**config.mk**
```make
export PLATFORM = sky130hd
export DESIGN_NAME = register_array_pq
export DESIGN_NICKNAME = d
export VERILOG_FILES = /design/src/rtl/register_array_pq.sv
export SDC_FILE = /design/constraint.sdc
export NUM_CORES = 1
export LEC_CHECK = 0
export ABC_AREA = 1
export CAP_MARGIN = 0
export CELL_PAD_IN_SITES_DETAIL_PLACEMENT = 0
export CELL_PAD_IN_SITES_GLOBAL_PLACEMENT = 1
export CORE_UTILIZATION = 49
export CTS_CLUSTER_DIAMETER = 150
export CTS_CLUSTER_SIZE = 30
export DETAILED_ROUTE_END_ITERATION = 8
export GPL_TIMING_DRIVEN = 1
export PLACE_DENSITY_LB_ADDON = 0.1
export SYNTH_ARGS = -nofsm -noshare
export SYNTH_HDL_FRONTEND = slang
export SYNTH_SLANG_ARGS = --single-unit
```
**constraint.sdc**
```tcl
create_clock -name clk -period 6.3 [get_ports clk]
set_input_delay 0.945 -clock clk [delete_from_list [all_inputs] [get_ports clk]]
set_output_delay 0.945 -clock clk [all_outputs]
set_load 0.02 [all_outputs]
```
**src/rtl/register_array_pq.sv**
```systemverilog
// rtl/register_array_pq.sv - shift-register sorted priority queue with enqueue, dequeue and replace
// Optional sticky overflow/underflow outputs: define REGISTER_ARRAY_PQ_ERR_EN.
module register_array_pq #(
    parameter int QUEUE_SIZE = 8,
    parameter int DATA_WIDTH = 32,
    parameter int MAX_FIRST = 1,
    localparam int COUNT_WIDTH = $clog2(QUEUE_SIZE + 1)
) (
    input  logic                   clk,
    input  logic                   rst,
    input  logic                   enqueue,
    input  logic                   dequeue,
    input  logic [DATA_WIDTH-1:0]  new_entry,
    output logic [DATA_WIDTH-1:0]  top_entry,
    output logic                   top_valid,
    output logic [COUNT_WIDTH-1:0] count,
    output logic                   empty,
    output logic                   full
`ifdef REGISTER_ARRAY_PQ_ERR_EN
    ,
    output logic                   overflow,
    output logic                   underflow
`endif
);

    logic                  valid_q [QUEUE_SIZE];
    logic [DATA_WIDTH-1:0] data_q  [QUEUE_SIZE];
    logic                  base_v  [QUEUE_SIZE];
    logic [DATA_WIDTH-1:0] base_d  [QUEUE_SIZE];
    logic                  next_v  [QUEUE_SIZE];
    logic [DATA_WIDTH-1:0] next_d  [QUEUE_SIZE];
    logic                  ins     [QUEUE_SIZE];
    logic [COUNT_WIDTH-1:0] count_q, count_n;
    logic                  empty_q, full_q;
    logic                  do_shift, do_insert;

    // True when key a must sit ahead of key b; strict so equal keys keep arrival order.
    function automatic logic beats(input logic [DATA_WIDTH-1:0] a, input logic [DATA_WIDTH-1:0] b);
        if (MAX_FIRST != 0) begin
            return a > b;
        end else begin
            return a < b;
        end
    endfunction

    // Next-state: optional shift-up for a dequeue, then insertion into the (shifted) array.
    always_comb begin
        do_shift  = dequeue && !empty_q;
        do_insert = enqueue && (!full_q || do_shift);

        for (int i = 0; i < QUEUE_SIZE - 1; i++) begin
            base_v[i] = do_shift ? valid_q[i+1] : valid_q[i];
            base_d[i] = do_shift ? data_q[i+1]  : data_q[i];
        end
        base_v[QUEUE_SIZE-1] = do_shift ? 1'b0 : valid_q[QUEUE_SIZE-1];
        base_d[QUEUE_SIZE-1] = do_shift ? '0   : data_q[QUEUE_SIZE-1];

        // Sorted, contiguous contents make ins monotone: false up to p, true from p on.
        for (int i = 0; i < QUEUE_SIZE; i++) begin
            ins[i]    = !base_v[i] || beats(new_entry, base_d[i]);
            next_v[i] = base_v[i];
            next_d[i] = base_d[i];
        end

        if (do_insert) begin
            if (ins[0]) begin
                next_v[0] = 1'b1;
                next_d[0] = new_entry;
            end
            for (int i = 1; i < QUEUE_SIZE; i++) begin
                if (ins[i]) begin
                    next_v[i] = ins[i-1] ? base_v[i-1] : 1'b1;
                    next_d[i] = ins[i-1] ? base_d[i-1] : new_entry;
                end
            end
        end

        count_n = count_q;
        if (do_insert && !do_shift) begin
            count_n = count_q + COUNT_WIDTH'(1);
        end else if (do_shift && !do_insert) begin
            count_n = count_q - COUNT_WIDTH'(1);
        end
    end

    // Slot array and occupancy registers; reset clears everything immediately.
    always_ff @(posedge clk or negedge rst) begin
        if (!rst) begin
            for (int i = 0; i < QUEUE_SIZE; i++) begin
                valid_q[i] <= 1'b0;
                data_q[i]  <= '0;
            end
            count_q <= '0;
            empty_q <= 1'b1;
            full_q  <= 1'b0;
        end else begin
            for (int i = 0; i < QUEUE_SIZE; i++) begin
                valid_q[i] <= next_v[i];
                data_q[i]  <= next_d[i];
            end
            count_q <= count_n;
            empty_q <= (count_n == '0);
            full_q  <= (count_n == COUNT_WIDTH'(QUEUE_SIZE));
        end
    end

    assign top_entry = data_q[0];
    assign top_valid = valid_q[0];
    assign count     = count_q;
    assign empty     = empty_q;
    assign full      = full_q;

`ifdef REGISTER_ARRAY_PQ_ERR_EN
    logic overflow_q, underflow_q;

    // Sticky flags for dropped enqueues and ignored dequeues; only reset clears them.
    always_ff @(posedge clk or negedge rst) begin
        if (!rst) begin
            overflow_q  <= 1'b0;
            underflow_q <= 1'b0;
        end else begin
            if (enqueue && !dequeue && full_q) begin
                overflow_q <= 1'b1;
            end
            if (dequeue && !enqueue && empty_q) begin
                underflow_q <= 1'b1;
            end
        end
    end

    assign overflow  = overflow_q;
    assign underflow = underflow_q;
`endif

endmodule
```
==> results.toml <==
[sta]
tightest_slew_ns = 1.15
fin_tns_setup_ns = 0
period_needed_ns = 5.19
fmax_mhz = 192
setup_viol = 0
fin_worst_skew_ns = 0.0138
maxSlewHeadroom = 0.232
hold_violations = 0
rsz0062_at_grt = "false"
slew_viol_final = 0
hold_ws_ns = 0.474
setup_slack_ns = 1.11
min_period_over_period = 0.825

[finish]
regArea_mm2 = 0.00676
final_nets = 3635
area_growth_pct = 4.96
layout-drive-gt1-share = 0.0742
nFillCells = 4747
final_area_mm2 = 0.0241
stdcell_count = 3951
multiInputGateArea_mm2 = 0.0137
antenna_cells = 0
post-route-util = 0.520

[synth]
synth_top_area_share = 0.293
syn_inst = 3420
synthFlopType = "dfrtp_1"
synth_edf_count = 0
synthArstFlopShare = 1.00
synth-seq-cells = 270
synth.most_common_cell = "nand2_1"
synth_cell_types = 36
synth.avg_cell_area_um2 = 6.72
synthTopCellsByArea = "dfrtp_1 29%, nand2_1 16%, ha_1 14%, nand3_1 9.7%, inv_1 6.6%"
yosys_warnings = 0
synth_common_cells = "978 x nand2_1, 444 x nand3_1, 406 x inv_1"
ys_seq_area_frac = 0.294
synth_area_leader_cell = "dfrtp_1"
synth_nets = 3714
syn_area_mm2 = 0.0230

[pwr]
pwr-share-comb = 0.633
switching_power_mw = 5.55
p_per_area_mw_per_mm2 = 459
p_seq_frac = 0.278
p_sw_frac = 0.501
intPower_mw = 5.53
p_total_mw = 11.1
peakVddDrop_v = 0.000240
clockPowerShare = 0.088
power_leakage_nw = 12.7

[floorplan]
die_area_mm2 = 0.0478
rows = 79
start_util = 0.495
die_width_um = 219
coreArea_mm2 = 0.0465
dieHeight_um = 219
io_pins = 75

[worst_setup_path]
critPathLaunch = "dequeue"
cp-start-kind = "input pin"
slowest_delay_ns = 0.69
r2r_end = "data_q[89]"
arrival_ns = 5.61
critPathSlowestCell = "a21oi_4"
ff2ff_path_depth = 19
crit_path_end = "data_q[89]"
cp.required_ns = 6.71
crit_chain = "clkdlybuf4s50_1 > inv_1 > nor2_4 > buf_12 > or2_2 > o21ai_0 > ha_1 > nand2_1 > nor2_1 > nand2_1 > nand2_1 > nand2_1 > nand2_1 > nand2_1 > nand2_1 > nand2_1 > buf_4 > a21oi_4 > inv_2 > nand2_1 > nand2_1"
r2r_slack_ns = 1.63
cpMostUsedCell = "nand2_1"
cp_max_fo = 194
path_class = "input pin to flip-flop"
timing.rr.start = "empty"
crit_path_end_kind = "flip-flop"

[placed_design]
gp_congestion = 0.900
portBuffers = 74
dp_cells = 3934
dp_hpwl_um = 50300
placed_area_mm2 = 0.0238
dp_slack_ns = 0.585

[clock_network]
ctsHoldBuffers = 0
clock-sinks = 270
cts_setup_buffers = 0
cts_resized = 0
clock_latency_ns = 0.52
htree_levels = 1
cts-buffers-inserted = 12
cts_buffer_depth = 3
root_buffer = "clkbuf_16"
path_clk_slew_ns = 0.12
cts_tree = "yes"

[global_route]
grt_pass1_vias = 20408
grt_start_max_net_pins = 195
grt_pass1_wl_um = 110000
groute.usage.overall = 0.285
antenna_found_initial = 0
grt_remaining_overflow = 0

[detailed_routing]
first_pass_iters = 5
vias = 21062
drt_wl_total_um = 67600
final_antenna_net_count = 0
wire_per_inst_um = 17.1
dr.first_iter.drc_count = 1564
drcViolationCount = 0
vias_per_cell = 5.33

[run]
drv_cap = 0

[outcome]
status = "completed"

[worst_hold_path]
min_path_type = "input pin to async pin"
placed cells by master (no fill, tap or decap), types with 24 or more instances in the layout:
master and n:
nor2_1 146, buf_4 30, clkdlybuf4s50_1 73, dfrtp_1 269
inv_1 406, nand4_1 24, o21ai_0 292, a21oi_1 143
or2_2 167, nand2_1 978, nand3_1 444, ha_1 258
worst min-delay path by stage:
| stage | from | to | slack [ns] |
|---|---|---|---|
| after floorplan | data_q[15] | data_q[15] | 0.49 |
| after global placement | data_q[16] | data_q[16] | 0.53 |
| after detailed placement | data_q[15] | data_q[15] | 0.53 |
| after CTS | data_q[15] | data_q[15] | 0.56 |
| after global routing | data_q[15] | data_q[15] | 0.59 |
| final | rst | data_q[197] | 0.47 |
cells by family after synthesis:
| logic type | synth area share |
|---|---|
| adders and majority gates | 0.140 |
| AOI/OAI and AO/OA | 0.113 |
| buffers and inverters | 0.111 |
| DFF | 0.294 |
| and+or+nand+nor | 0.340 |
| xor gates and xnor gates | 0.00152 |
worst max-delay path: cells and delay by family:
kind / cells / cell delay [ns]
AO/OA/AOI/OAI: 2 / 0.83
adder cells (fa/ha/maj): 1 / 0.37
buffers and inverters: 5 / 1.83
AND/OR/NAND/NOR: 13 / 1.53
sequential cells by signal, indices dropped and copies added (netlist names):
signal / count
count: 4
data_q: 224
empty: 1
full: 1
top_entry: 32
top_valid: 1
valid_q: 7
layer usage:
| metal | GRT usage | share of wire |
|---|---|---|
| met3 | 0.0209 | 0.043 |
| met2 | 0.443 | 0.43 |
| met4 | 0.0562 | 0.014 |
| met1 | 0.430 | 0.52 |
| met5 | 0 | 0 |
power by group through the flow:
stage / Combinational, mW / Sequential, mW / Clock [mW]
after floorplan: 5.46 / 2.92 / 0
after global placement: 6.74 / 3.09 / 0
after detailed placement: 6.96 / 3.11 / 0
after CTS: 7.00 / 3.07 / 1.02
after global routing: 8.12 / 3.17 / 1.07
final: 7.02 / 3.08 / 0.980
layout make-up:
class                   instances  share of cell area
multi-input cells            2530               0.567
flip-flops and latches        270               0.280
inverters                     421              0.0658
repair buffers                106              0.0419
well taps                     607              0.0315
clock buffers                  17              0.0141
No activity file was read; power rests on OpenSTA's default activity.
